--- src/rtl/mimi_wb_master.sv ---
// Wishbone classic single-beat initiator that bridges mimi's data requests to off-SRAM peripherals.
// Optional bus-timeout abort is enabled by defining MIMI_WBM_TIMEOUT_EN.
module mimi_wb_master #(
  parameter int ADDR_WIDTH     = 32,
  parameter int TIMEOUT_CYCLES = 255
) (
  input  logic                  wb_clk_i,
  input  logic                  wb_rst_i,
  input  logic                  req_valid,
  output logic                  req_ready,
  input  logic                  req_we,
  input  logic [ADDR_WIDTH-1:0] req_addr,
  input  logic [31:0]           req_wdata,
  input  logic [3:0]            req_wmask,
  output logic                  rsp_valid,
  output logic [31:0]           rsp_rdata,
  output logic                  rsp_err,
  output logic                  wbm_cyc_o,
  output logic                  wbm_stb_o,
  output logic                  wbm_we_o,
  output logic [3:0]            wbm_sel_o,
  output logic [ADDR_WIDTH-1:0] wbm_adr_o,
  output logic [31:0]           wbm_dat_o,
  input  logic [31:0]           wbm_dat_i,
  input  logic                  wbm_ack_i,
  input  logic                  wbm_err_i
);

  typedef enum logic [1:0] {IDLE, BUS, RESP} state_t;

  state_t                  state, state_nx;
  logic                    cyc_q, cyc_nx;
  logic                    we_nx;
  logic [3:0]              sel_nx;
  logic [ADDR_WIDTH-1:0]   adr_nx;
  logic [31:0]             dat_nx;
  logic                    rsp_valid_nx;
  logic [31:0]             rsp_rdata_nx;
  logic                    rsp_err_nx;
  logic                    timeout_hit;

  // Byte-lane bits of the request address never reach the bus.
  logic addr_lsb_unused;
  assign addr_lsb_unused = ^req_addr[1:0];

`ifdef MIMI_WBM_TIMEOUT_EN
  localparam logic [15:0] TO_LAST = 16'(TIMEOUT_CYCLES - 1);

  logic [15:0] to_cnt;

  // Counts completed BUS cycles; idles at zero so every bus cycle starts fresh.
  always_ff @(posedge wb_clk_i or posedge wb_rst_i) begin
    if (wb_rst_i) begin
      to_cnt <= '0;
    end else if (state != BUS) begin
      to_cnt <= '0;
    end else begin
      to_cnt <= to_cnt + 16'd1;
    end
  end

  assign timeout_hit = (to_cnt == TO_LAST);
`else
  logic timeout_cfg_unused;
  assign timeout_cfg_unused = (TIMEOUT_CYCLES > 0);
  assign timeout_hit        = 1'b0;
`endif

  assign req_ready = (state == IDLE);
  assign wbm_cyc_o = cyc_q;
  assign wbm_stb_o = cyc_q;

  always_ff @(posedge wb_clk_i or posedge wb_rst_i) begin
    if (wb_rst_i) begin
      state     <= IDLE;
      cyc_q     <= 1'b0;
      wbm_we_o  <= 1'b0;
      wbm_sel_o <= 4'h0;
      wbm_adr_o <= '0;
      wbm_dat_o <= 32'h0;
      rsp_valid <= 1'b0;
      rsp_rdata <= 32'h0;
      rsp_err   <= 1'b0;
    end else begin
      state     <= state_nx;
      cyc_q     <= cyc_nx;
      wbm_we_o  <= we_nx;
      wbm_sel_o <= sel_nx;
      wbm_adr_o <= adr_nx;
      wbm_dat_o <= dat_nx;
      rsp_valid <= rsp_valid_nx;
      rsp_rdata <= rsp_rdata_nx;
      rsp_err   <= rsp_err_nx;
    end
  end

  // Bus signals hold their value unless the FSM explicitly changes them.
  always_comb begin
    state_nx     = state;
    cyc_nx       = cyc_q;
    we_nx        = wbm_we_o;
    sel_nx       = wbm_sel_o;
    adr_nx       = wbm_adr_o;
    dat_nx       = wbm_dat_o;
    rsp_valid_nx = 1'b0;
    rsp_rdata_nx = rsp_rdata;
    rsp_err_nx   = rsp_err;

    case (state)
      IDLE: begin
        if (req_valid) begin
          cyc_nx   = 1'b1;
          we_nx    = req_we;
          sel_nx   = req_we ? req_wmask : 4'hF;
          adr_nx   = {req_addr[ADDR_WIDTH-1:2], 2'b00};
          dat_nx   = req_wdata;
          state_nx = BUS;
        end
      end

      BUS: begin
        if (wbm_err_i) begin
          cyc_nx       = 1'b0;
          rsp_valid_nx = 1'b1;
          rsp_err_nx   = 1'b1;
          rsp_rdata_nx = 32'h0;
          state_nx     = RESP;
        end else if (wbm_ack_i) begin
          cyc_nx       = 1'b0;
          rsp_valid_nx = 1'b1;
          rsp_err_nx   = 1'b0;
          rsp_rdata_nx = wbm_we_o ? 32'h0 : wbm_dat_i;
          state_nx     = RESP;
        end else if (timeout_hit) begin
          cyc_nx       = 1'b0;
          rsp_valid_nx = 1'b1;
          rsp_err_nx   = 1'b1;
          rsp_rdata_nx = 32'h0;
          state_nx     = RESP;
        end
      end

      RESP: begin
        state_nx = IDLE;
      end

      default: begin
        cyc_nx   = 1'b0;
        state_nx = IDLE;
      end
    endcase
  end

endmodule

--- config.mk ---
export PLATFORM = sky130hd
export DESIGN_NAME = mimi_wb_master
export DESIGN_NICKNAME = d
export VERILOG_FILES = /design/src/rtl/mimi_wb_master.sv
export SDC_FILE = /design/constraint.sdc
export NUM_CORES = 1
export LEC_CHECK = 0
export ABC_AREA = 1
export CORE_UTILIZATION = 40
export DETAILED_ROUTE_END_ITERATION = 6
export GPL_TIMING_DRIVEN = 0
export HOLD_SLACK_MARGIN = 0.08
export MAX_ROUTING_LAYER = met4
export PLACE_DENSITY_LB_ADDON = 0.1
export SYNTH_ARGS = -nofsm -noshare
export SYNTH_HDL_FRONTEND = slang
export SYNTH_SLANG_ARGS = --single-unit
--- constraint.sdc ---
create_clock -name wb_clk_i -period 3.8 [get_ports wb_clk_i]
set_input_delay 0.57 -clock wb_clk_i [delete_from_list [all_inputs] [get_ports wb_clk_i]]
set_output_delay 0.57 -clock wb_clk_i [all_outputs]
set_load 0.01 [all_outputs]
# Yosys cells after proc, flatten, opt, wreduce, memory -nomap -nowiden
# Cells that the tools add are included.
[classes]
muxes = 16
eq_ne = 4
n_reduce_logical = 6
bitwise = 1
[op_table]
columns = ["operator", "count"]
rows = [
  ["two-way mux 32 bit", 3],
  ["two-way mux 1 bit", 7],
  ["two-way mux 2 bit", 3],
  ["AND reduction 2 bit", 3],
  ["two-way mux 4 bit", 1],
  ["one-hot mux 2 bit (2 select lines)", 1],
  ["!= test 3 bit, second input constant", 1],
  ["one-hot mux 1 bit (3 select lines)", 1],
  ["AND reduction 3 bit", 1],
  ["equality test 2 x 1 -> 1 bit, second input constant", 1],
  ["equality test 2 bit, second input constant", 1],
  ["logical NOT 2 bit", 1],
  ["!= test 2 bit, second input constant", 1],
  ["nonzero test 2 bit", 1],
  ["inverter 1 bit", 1],
]
[word_totals]
ff_bits = 104
inputBits = 106

# Logic depth before layout (Yosys ltp)
[depth]
word_depth = 3
depth_mapped = 7
ltp_nobuf = 5

# Worst setup path after synthesis
# Ideal clock, no wire load.
[synth_path]
path_type = "input to register"
start = "input wbm_err_i"
end = "register rsp_rdata[10]"
slack_ns = 2.496
stages = 6
required_time_ns = 3.683
t_arrival_ns = 1.187
n_path_buf = 2
cell_sequence = "buf_2 nor2_2 nor2_4 buf_6 nand2_1 nand2_1"
[synth_via]
elab_chain_cells = 2
[synth_rtl]
columns = ["item", "line", "rtl"]
rows = [
  ["start: declaration", "26", "input logic wbm_err_i"],
  ["nonzero test 2 bit (no source line)", "n/a", ""],
  ["AND reduction 2 bit (no source line)", "n/a", ""],
  ["end signal: assignment", "92", "rsp_rdata <= rsp_rdata_nx;"],
  ["end: declaration", "16", "output logic [31:0] rsp_rdata,"],
]
# Parallel ways exist; a longest one is shown, timed or not.
# A chain may end at the register's enable or synchronous reset.

# Worst setup path after layout
[layout_path]
start = "register state[0]"
end = "output req_ready"
[layout_via]
elab_chain_cells = 1
[layout_rtl]
columns = ["item", "line", "rtl"]
rows = [
  ["start: declaration", "31", "state_t state, state_nx;"],
  ["start signal: assignment", "85", "state <= state_nx;"],
  ["logical NOT 2 bit", "69", "assign req_ready = (state == IDLE);"],
  ["end: declaration", "10", "output logic req_ready,"],
]
# No other way between the ends.

==> metrics.yaml <==
status: "finished clean"
drt_iter0_drc: 194
final_nets: 847
seq_power_share_pct: 40.1
finalSetupViolCount: 0
port_buffers: 206
antenna_found_initial: 0
finalNonFillerCells: 881
wl_met1_mm: 4.97
drc: 0
drv_cap: 0
min-delay-start: "rsp_err"
rsz0062_at_grt: "false"
synthTopCellsByArea: "dfrtp_1, nand2_1, nor2_1, buf_6, buf_4"
die_area_um2: 11200
ctsResizeCount: 0
regToRegSetupSlack_ns: 2.56
finClkSkew_ns: 0.0131
post_cts_buffers: 0
irDropWorstVdd_v: 0.000352
coreArea_um2: 10400
fmax_ghz: 0.480
power.total_w: 0.00422
fin_crit_sh_pct: 54.9
crit_required_ns: 3.23
grt_max_degree: 60
dp_hpwl_mm: 8.41
layout_setup_ws_ns: 1.72
synth_warnings: 0
worstHoldEndpoint: "rsp_err"
syn_to_final_growth_pct: 57.3
grt_usage_pct: 21.4
cts_buffer_depth: 2
wl_mm: 11.3
hold_class: "register to register"
p_int_w: 0.00284
die-height_um: 106
synthCells: 522
dp_slack_ns: 2.03
worst_pin_slew_ns: 0.586
yosysTopAreaCellShare_pct: 60.2
grt_pass1_wl_mm: 18.4
grt-ovfl-total: 0
slew_headroom_pct: 60.9
vias: 3961
clk_transition_reported_paths_ns: 0.09
antenna_cells: 0
tns_ns: 0
worstSkewPairLatency_ns: 0.35
first_global_vias: 3858
ant_nets: 0
cts.hold.buffers_added: 0
route.met3.wl_um: 702
pwr-share-comb_pct: 42.5
yosysTopAreaCell: "dfrtp_1"
initial_core_util_pct: 41.5
ys_types: 14
critical_path_peak_fanout: 4
wl_per_cell_um: 12.9
switching_share_pct: 32.7
maxSlewViolCount: 0
dr.pass1.iters: 4
clock-sinks: 104
yosysSeqAreaShare_pct: 60.2
dp_cells: 866
viasPerCell: 4.50
gp_congestion: 0.787
fp.dieW_um: 106
dr_wl_met2_mm: 5.45
cts_made_buffers: 9
switching_power_w: 0.00138
start_kind: "register"
htree_levels: 3
hold_viol: 0
r2r-start: "state[0]"
n_fill_cell: 887
ys_ff_latch: 104
min_period_ns: 2.08
arrival_ns: 1.51
syn_area_per_cell_um2: 8.28
regArea_um2: 2600
critical_path_class: "register to output port"
multi_input_area_um2: 1450
drive_above_1_share_pct: 6.71
hold-path-cell-count: 2
p_leak_nw: 3.43
final_util_pct: 65.3
syn_area_um2: 4320
ioPinCount: 212
clockRootBuffer: "clkbuf_8"
cp-end-kind: "output port"
num_rows: 37
worstReg2RegEnd: "wbm_dat_o[27]"
power.density_nw_per_um2: 621
rr_worst_depth: 6
pwr-share-clk_pct: 17.4
highest_layer: "met4"
cts_tree: "done"
## synthesized netlist by cell type (all sizes together)
cell type	instances
nand2	330
clkbuf	3
buf	27
conb	1
nor2	41
o21ai	6
dfrtp	104
inv	10
## worst max-delay path by stage
stage	startpoint	end	slack, ns	cells past startpoint
5_1_grt	state[0]	req_ready	1.67	2
6_report	state[0]	req_ready	1.72	2
2_1_floorplan	wb_rst_i	rsp_err	0.50	1
3_3_place_gp	wb_rst_i	wbm_dat_o[0]	-1.03	2
4_1_cts	state[0]	req_ready	1.69	2
3_5_place_dp	wbm_ack_i	rsp_rdata[19]	2.03	7
## placed cells by master, fill, tap and decap left out
cell type	instances
clkinvlp_4	1
conb_1	2
buf_2	5
inv_4	1
nor2_2	2
dfrtp_1	104
o21ai_0	6
clkdlybuf4s50_1	206
clkinv_2	1
buf_6	10
nand2_2	2
buf_16	1
inv_2	2
nor2_4	1
buf_4	12
clkbuf_1	4
bufinv_16	2
inv_1	7
inv_6	1
clkbuf_8	9
nand2_1	328
nor2_1	38
## power by group through the flow
stage	combinational [W]	sequential, W	clock, W
finish	0.00180	0.00169	0.000735
detailed placement	0.00181	0.00171	0
global route	0.00196	0.00174	0.000798
CTS	0.00182	0.00169	0.000758
global placement	0.00178	0.00169	0
floorplan	0.000577	0.00188	0
## registers in the layout (all words and copies together) (netlist names), 2 cells and up
name and cells:
wbm_adr_o 30, state 2, wbm_dat_o 32, wbm_sel_o 4, rsp_rdata 32
## critical path, stage by stage (launching register included)
cell and delay [ns]:
dfrtp_1 0.42, nor2_2 0.16, clkdlybuf4s50_1 0.59
## area by class of cell
type	count	area share, %
Buffer	30	3.52
Tap cell	136	2.50
Clock buffer	10	1.88
Sequential cell	104	38.3
Inverter	10	0.589
Clock inverter	5	1.20
Multi-Input combinational cell	379	21.3
Timing Repair Buffer	207	30.7
## cells by family after synthesis
group,after synthesis,synth area share (%)
buffers and inverters,40,6.40
other,1,0.0867
AND/OR/NAND/NOR,371,32.6
AO/OA/AOI/OAI,6,0.695
flip-flops,104,60.2
## per-layer routing
metal  vias up  GRT usage [%]
li1       1980              -
met2       136           34.3
met3        16           4.11
met1      1829           27.5
met4         0           6.75
met5         -              -
## stage by stage
| stage | instance area [um^2] | hold slack (ns) |
|---|---|---|
| after floorplan | 4330 | 0.507 |
| after global placement | 6560 | 0.457 |
| after CTS | 6800 | 0.488 |
| after global routing | 6800 | 0.510 |
| final | 6800 | 0.480 |
| after detailed placement | 6590 | 0.464 |
No activity file was read; power rests on OpenSTA's default activity.
